File: src/rtl/id_ex_stage.sv
// ID/EX pipeline register: captures decoded RV32I instructions, derives alu_op,
// selects/bypasses ALU operands. Macro ID_EX_FWD_EN enables the EX/MEM and MEM/WB bypass network.
module id_ex_stage #(
    parameter int N_BITS     = 32,
    parameter int REG_ADDR_W = 5
) (
    input  logic                  clk,
    input  logic                  rst_n,
    input  logic                  in_valid,
    output logic                  in_ready,
    input  logic [N_BITS-1:0]     in_pc,
    input  logic [N_BITS-1:0]     in_rs1_data,
    input  logic [N_BITS-1:0]     in_rs2_data,
    input  logic [N_BITS-1:0]     in_imm,
    input  logic [REG_ADDR_W-1:0] in_rs1_addr,
    input  logic [REG_ADDR_W-1:0] in_rs2_addr,
    input  logic [REG_ADDR_W-1:0] in_rd_addr,
    input  logic [2:0]            in_funct3,
    input  logic                  in_funct7b5,
    input  logic [1:0]            in_op_kind,
    input  logic                  in_src0_sel,
    input  logic                  in_src1_sel,
    input  logic                  flush,
    input  logic                  exm_wen,
    input  logic [REG_ADDR_W-1:0] exm_rd,
    input  logic [N_BITS-1:0]     exm_data,
    input  logic                  exm_is_load,
    input  logic                  wb_wen,
    input  logic [REG_ADDR_W-1:0] wb_rd,
    input  logic [N_BITS-1:0]     wb_data,
    output logic                  out_valid,
    input  logic                  out_ready,
    output logic [3:0]            alu_op,
    output logic [N_BITS-1:0]     alu_in0,
    output logic [N_BITS-1:0]     alu_in1,
    output logic [N_BITS-1:0]     out_rs2_val,
    output logic [REG_ADDR_W-1:0] out_rd_addr,
    output logic [N_BITS-1:0]     out_pc
);

    logic                  valid_q;
    logic [N_BITS-1:0]     pc_q, rs1_data_q, rs2_data_q, imm_q;
    logic [REG_ADDR_W-1:0] rs1_q, rs2_q, rd_q;
    logic [3:0]            alu_op_q;
    logic                  lui_q, src0_sel_q, src1_sel_q;

    logic                  stall, capture;
    logic                  exm_hit1, exm_hit2, wb_hit1, wb_hit2;
    logic [N_BITS-1:0]     fwd_rs1, fwd_rs2;
    logic [3:0]            alu_op_d;

    // Hits only consider non-zero sources, so x0 can never be bypassed or stalled on
    assign exm_hit1 = exm_wen && (rs1_q != '0) && (exm_rd == rs1_q);
    assign exm_hit2 = exm_wen && (rs2_q != '0) && (exm_rd == rs2_q);
    assign wb_hit1  = wb_wen  && (rs1_q != '0) && (wb_rd  == rs1_q);
    assign wb_hit2  = wb_wen  && (rs2_q != '0) && (wb_rd  == rs2_q);

`ifdef ID_EX_FWD_EN
    assign stall = valid_q && exm_is_load && (exm_hit1 || exm_hit2);

    always_comb begin
        fwd_rs1 = rs1_data_q;
        if (rs1_q == '0)                  fwd_rs1 = '0;
        else if (exm_hit1 && !exm_is_load) fwd_rs1 = exm_data;
        else if (wb_hit1)                 fwd_rs1 = wb_data;

        fwd_rs2 = rs2_data_q;
        if (rs2_q == '0)                  fwd_rs2 = '0;
        else if (exm_hit2 && !exm_is_load) fwd_rs2 = exm_data;
        else if (wb_hit2)                 fwd_rs2 = wb_data;
    end
`else
    assign stall = valid_q && (exm_hit1 || exm_hit2 || wb_hit1 || wb_hit2);

    always_comb begin
        fwd_rs1 = (rs1_q == '0) ? '0 : rs1_data_q;
        fwd_rs2 = (rs2_q == '0) ? '0 : rs2_data_q;
    end
`endif

    assign in_ready = !valid_q || (out_ready && !stall);
    assign capture  = in_valid && in_ready;
    assign out_valid = valid_q && !stall;

    always_comb begin
        alu_op_d = 4'b0000;
        if (in_op_kind == 2'b01 || in_op_kind == 2'b10) begin
            alu_op_d = {in_funct3, in_funct7b5 &&
                        ((in_funct3 == 3'b000 && in_op_kind == 2'b10) || in_funct3 == 3'b101)};
        end
    end

    always_ff @(posedge clk or negedge rst_n) begin
        if (!rst_n) begin
            valid_q    <= 1'b0;
            pc_q       <= '0;
            rs1_data_q <= '0;
            rs2_data_q <= '0;
            imm_q      <= '0;
            rs1_q      <= '0;
            rs2_q      <= '0;
            rd_q       <= '0;
            alu_op_q   <= '0;
            lui_q      <= 1'b0;
            src0_sel_q <= 1'b0;
            src1_sel_q <= 1'b0;
        end else if (flush) begin
            valid_q <= 1'b0;
        end else if (capture) begin
            valid_q    <= 1'b1;
            pc_q       <= in_pc;
            rs1_data_q <= in_rs1_data;
            rs2_data_q <= in_rs2_data;
            imm_q      <= in_imm;
            rs1_q      <= in_rs1_addr;
            rs2_q      <= in_rs2_addr;
            rd_q       <= in_rd_addr;
            alu_op_q   <= alu_op_d;
            lui_q      <= (in_op_kind == 2'b11);
            src0_sel_q <= in_src0_sel;
            src1_sel_q <= in_src1_sel;
        end else if (out_ready && out_valid) begin
            valid_q <= 1'b0;
        end
    end

    assign alu_op      = alu_op_q;
    assign alu_in0     = lui_q ? '0 : (src0_sel_q ? pc_q : fwd_rs1);
    assign alu_in1     = src1_sel_q ? imm_q : fwd_rs2;
    assign out_rs2_val = fwd_rs2;
    assign out_rd_addr = rd_q;
    assign out_pc      = pc_q;

endmodule

File: config.mk
export PLATFORM = sky130hd
export DESIGN_NAME = id_ex_stage
export DESIGN_NICKNAME = d
export VERILOG_FILES = /design/src/rtl/id_ex_stage.sv
export SDC_FILE = /design/constraint.sdc
export NUM_CORES = 1
export LEC_CHECK = 0
export ABC_AREA = 1
export CELL_PAD_IN_SITES_DETAIL_PLACEMENT = 0
export CELL_PAD_IN_SITES_GLOBAL_PLACEMENT = 2
export CORE_MARGIN = 2
export CORE_UTILIZATION = 23
export CTS_BUF_LIST = sky130_fd_sc_hd__clkbuf_4
export CTS_CLUSTER_SIZE = 8
export DETAILED_ROUTE_END_ITERATION = 10
export PLACE_DENSITY_LB_ADDON = 0.12
export SLEW_MARGIN = 40
export SYNTH_ARGS = -nofsm -noshare
export SYNTH_HDL_FRONTEND = slang
export SYNTH_SLANG_ARGS = --single-unit
File: constraint.sdc
create_clock -name clk -period 3.3 [get_ports clk]
set_input_delay 0.66 -clock clk [delete_from_list [all_inputs] [get_ports clk]]
set_output_delay 0.66 -clock clk [all_outputs]
set_load 0.005 [all_outputs]
=== Word-level counts from Yosys, hierarchy flattened ===
Index checks and enable logic that the tools add are counted.

* Reduce and logical (&&, ||, !) cells: 30
* Muxes and demuxes: 9
* Equality and inequality tests: 8
* Bitwise operators: 1

{| class="wikitable"
|+ Operators by type and width
! operator !! number
|-
| $mux W32 || 5
|-
| $eq A5 B5 Y1 || 4
|-
| $logic_and A1 B1 Y1 || 15
|-
| $logic_not A5 Y1 || 2
|-
| $reduce_bool A5 Y1 || 2
|-
| $logic_or A1 B1 Y1 || 6
|-
| $eq A2 B2 Y1 const B || 2
|-
| $mux W4 || 1
|-
| $eq A3 B3 Y1 const B || 1
|-
| $logic_not A3 Y1 || 1
|-
| $mux W1 || 3
|-
| $reduce_bool A3 Y1 || 1
|-
| $eq A2 B1 Y1 const B || 1
|-
| $logic_not A1 Y1 || 2
|-
| $reduce_and A2 Y1 || 1
|-
| $not A1 Y1 || 1
|}

* Word-level logic and storage cells: 60
* Flip-flop bits (word level): 151
* Output and inout bits: 139

=== Logic depth before layout (Yosys ltp) ===
* Word-level depth: 13
* Mapped depth: 14
* Mapped depth without buffers: 12

=== Least setup slack after synthesis ===
No wires, ideal clock.

* Path kind: input-to-output
* Start: in wb_rd[0]
* End: out in_ready
* Arrival time: 1523 ps
* Stages on the path: 10
* Data required time: 2640 ps
* Setup slack: 1117 ps
* Buffers on the path: 1
* Cell sequence: inv_1 nand2_1 nand2_1 nor2_1 nand2_1 nor2_1 nor2_1 nand3_1 nand2_2 buf_1

* Longest elaborated chain between the ends: 8

{| class="wikitable"
|+ Ends and longest elaborated chain
! item !! RTL line !! source
|-
| from (decl) || 29 || <nowiki>input logic [REG_ADDR_W-1:0] wb_rd,</nowiki>
|-
| $eq A5 B5 Y1 || 55 || <nowiki>assign wb_hit1 = wb_wen && (rs1_q != '0) && (wb_rd == rs1_q);</nowiki>
|-
| $logic_and A1 B1 Y1 || 55 ||
|-
| $logic_or A1 B1 Y1 || 73 || <nowiki>assign stall = valid_q && (exm_hit1 || exm_hit2 || wb_hit1 || wb_hit2);</nowiki>
|-
| $logic_or A1 B1 Y1 * || 73 ||
|-
| $logic_and A1 B1 Y1 * || 73 ||
|-
| $logic_not A1 Y1 * || 81 || <nowiki>assign in_ready = !valid_q || (out_ready && !stall);</nowiki>
|-
| $logic_and A1 B1 Y1 * || 81 ||
|-
| $logic_or A1 B1 Y1 * || 81 ||
|-
| to (decl) || 10 || <nowiki>output logic in_ready,</nowiki>
|}

Every way passes the cells marked *; elsewhere a longest branch is shown, timed or not.

=== Worst setup path in the final report ===
* Start: reg rs2_q[2]
* End: out alu_in1[1]

* Longest elaborated chain between the ends: 3

{| class="wikitable"
|+ Ends and longest elaborated chain
! item !! RTL line !! source
|-
| from (decl) || 43 || <nowiki>logic [REG_ADDR_W-1:0] rs1_q, rs2_q, rd_q;</nowiki>
|-
| from (signal assigned) || 116 || <nowiki>rs2_q <= in_rs2_addr;</nowiki>
|-
| $logic_not A5 Y1 || 77 || <nowiki>fwd_rs2 = (rs2_q == '0) ? '0 : rs2_data_q;</nowiki>
|-
| $mux W32 || 77 ||
|-
| $mux W32 || 129 || <nowiki>assign alu_in1 = src1_sel_q ? imm_q : fwd_rs2;</nowiki>
|-
| to (decl) || 35 || <nowiki>output logic [N_BITS-1:0] alu_in1,</nowiki>
|}

No other way between the ends.

==> parameters.txt <==
Parameter                              Value

Place
  Placer Congestion ... approximately 0.75
  Pre-CTS setup slack ... -90.8 ps
  HPWL reported at the end of detailed placement ... ~20000 um
  Port buffer count ... 306
  Post-placement cell area ... between 10000 and 15000 um2

Timing
  Finish-stage setup viols ... 0
  Fin crit share ... around 93%
  Fmax ... about 330 MHz
  Minimum setup slack in the final design ... about 230 ps
  Worst-case headroom to the max-slew limit ... between 50% and 60%
  Setup total negative slack ... 0 ps
  Final max-slew violation count ... 0
  RSZ-0062 raised after global routing ... no
  Least-Margin Pin Slew ... 610 ps
  Clock period minus worst slack ... slightly above 3000 ps
  Worst clock skew ... between 40 and 50 ps
  Minimum hold slack ... about 34 ps
  Total count of hold-check failures in the final report ... 0

Setup path
  Worst-path cell chain ... nor2_1 > nand3_1 > clkbuf_8 > nand2_1 > o21ai_0 > clkdlybuf4s50_1
  Setup Crit Path Kind ... reg -> out
  Slowest Stage Delay on Critical Path ... 520 ps
  Arrival time of data at the critical path endpoint ... between 2000 and 2500 ps
  End of the worst register-to-register path ... rs2_data_q[30]
  Top Family by Delay on Critical Path ... buffers and inverters
  Required time at the endpoint of the critical path ... around 2600 ps
  Buffering stage count on the worst path with inverters included ... 2
  Source of the worst register-to-register timing path ... rs2_q[3]
  Depth of the worst register-to-register path ... 11
  Setup slack, reg-to-reg ... between 800 and 900 ps
  End point of the critical path ... alu_in1[1]
  Total stage count of the critical path ... 6
  Start point of the critical path ... rs2_q[2]
  Slowest cell on the critical path ... sky130_fd_sc_hd__clkdlybuf4s50_1
  Startpoint class of the critical path ... flip-flop
  Crit path capture type ... primary output
  Maximum fanout encountered on the critical timing path ... 32

Route
  Post-route DRC violation count ... 0
  DR WL/cell ... between 15 and 20 um
  Number of vias after detailed routing ... between 7k and 8k
  Antenna viol nets, final ... 0
  DR vias/cell ... between 4 and 5
  Detailed-routing iteration count for the pre-antenna-repair pass ... 4
  Initial DRC Count ... between 400 and 500
  Total Wirelength ... approximately 29000 um

Floorplan
  Placeable Area ... 31700 um2
  Initial Utilization ... approximately a quarter
  Die ar. ... roughly 34000 um2
  Die H ... approximately 180 um
  Cell Rows ... between 60 and 70
  Die span in x ... 184 um
  I/O pin count ... 372

Synthesis
  Total standard cell area after synthesis ... ~7500 um2
  Synthesis-stage register bit count ... 151
  Sequential share of the synthesized area ... approximately half
  Warnings from Yosys ... 0
  Synthesized netlist net count ... 1259
  Ranking of synthesized cells by area ... sky130_fd_sc_hd__dfrtp_1 (51%), sky130_fd_sc_hd__nand2_1 (23%), sky130_fd_sc_hd__nand3_1 (10%)
  Dominant cell type by area after synthesis ... sky130_fd_sc_hd__dfrtp_1
  Post-Syn Area per Cell ... 7.28 um2
  Post-synth cell types ... 17
  Post-synth top area share ... slightly above 50%
  Number of instances in the synthesized netlist ... 1024

Clocking
  Clk pin slew, worst setup/hold paths ... roughly 170 ps
  Worst-skew pair later-pin latency ... between 500 and 600 ps
  CTS max path bufs ... 2
  Number of CTS-inserted buffers ... 17
  CTS Root Buffer Type ... sky130_fd_sc_hd__clkbuf_4
  Level count of the clock H-tree ... 4
  Number of hold buffers added after cts ... 0
  Sinks on Clock Net ... 151
  TritonCTS clock tree ... yes

Run status
  Run status ... completed

Layout
  Area growth from synthesis to layout ... 51.5%
  Leading cell type in the layout, fill and taps excluded ... sky130_fd_sc_hd__nand2_1
  Fraction of final layout cells with drive strength greater than 1 ... between 4 and 5%
  Number of nets in the layout ... 1533
  Area of all placed cells without fillers ... between 10000 and 15000 um2
  Top library cells by usage in the layout, fill and taps aside ... sky130_fd_sc_hd__nand2_1 (458), sky130_fd_sc_hd__clkdlybuf4s50_1 (304), sky130_fd_sc_hd__nand3_1 (152), sky130_fd_sc_hd__dfrtp_1 (149), sky130_fd_sc_hd__o21ai_0 (66)
  Filler Cells Inserted ... around 3.4k

Power and ir drop
  Worst vdd ir ... roughly 0.29 mV
  PwrDens ... ~500 nW/um2
  Power Total ... approximately 5.5 mW
  Leakage power figure ... around 5.6 nW

Min path
  Hold WC Path Type ... in -> async

Global routing
  Number of global-route vias before repair ... roughly 7.6k
  GRT overflow ... 0
  Number of antenna violations at the first check in global routing ... 8
  Maximum number of pins on one net before global-route repair ... about 110
  Overall track demand over capacity in global routing ... 17.4%
  Wire length of the first global-routing pass ... roughly 45000 um

Run
  Max-capacitance violation count ... 0
## layout make-up
cell class	count	area, um2	share of cell area [%]
timing repair buffer	325	3320	29.3
tap	402	503	4.45
sequential	151	3780	33.5
multi-input combinational	746	3190	28.2
clock buffer	18	135	1.20
antenna	6	15.0	0.133
inverter	57	218	1.93
clock inverter	14	139	1.23
## logic make-up after synthesis
logic type | synth area share [%]
simple gates | 35.1
flops | 50.7
compound gates | 6.74
fa+ha+maj | 0.335
buf+inv | 7.15
## cells in the mapped netlist, drive strengths merged
| library cell | number |
|---|---|
| clkinv | 1 |
| nor2 | 29 |
| a211oi | 1 |
| ha | 2 |
| a21oi | 33 |
| dfrtp | 151 |
| clkbuf | 39 |
| buf | 31 |
| and3 | 1 |
| nand2 | 460 |
| inv | 56 |
| o21ai | 66 |
| nand4 | 1 |
| nand3 | 153 |
## flip-flops by register name, indices dropped and copies added (netlist names)
name / flops
imm_q: 32
out_pc: 32
rs1_data_q: 32
rs2_data_q: 32
out_rd_addr: 5
rs1_q: 5
rs2_q: 5
alu_op: 4
lui_q: 1
src0_sel_q: 1
src1_sel_q: 1
valid_q: 1
## repair_timing
item | in CTS | in global routing
pin swaps | 0 | 1
resized for setup | 5 | 7
endpoints found under the setup margin | 5 | 34
setup buffers | 0 | 1
## stage by stage
| stage | utilization [%] | instances |
|---|---|---|
| final | 35.6 | 1719 |
| after global routing | 35.6 | 1716 |
| after CTS | 35.5 | 1712 |
| after detailed placement | 34.6 | 1680 |
| after global placement | 34.6 | 1680 |
| after floorplan | - | 1024 |
## how the worst min path moves through the flow
stage	cells after the start	slack, ps	endpoint	startpoint
6_report	1	30	lui_q	rst_n
5_1_grt	1	30	out_pc[24]	rst_n
4_1_cts	1	10	out_pc[18]	rst_n
3_5_place_dp	2	460	rs2_data_q[19]	rs2_data_q[19]
3_3_place_gp	2	450	imm_q[24]	imm_q[24]
2_1_floorplan	0	360	alu_op[0]	rst_n
## metal layers
layer	vias up	routed length (um)	track usage, %
li1	3796	-	-
met1	3474	13000	21.7
met2	188	13700	28.9
met3	16	2260	6.46
met4	2	277	3.71
met5	-	11	0
## report_power, final
group / switching [mW] / internal [mW]
Sequential: 0.206 / 2.14
Clock: 0.802 / 0.401
Combinational: 0.905 / 1.07
Total: 1.91 / 3.61
Power figures use the tool's default switching activity.
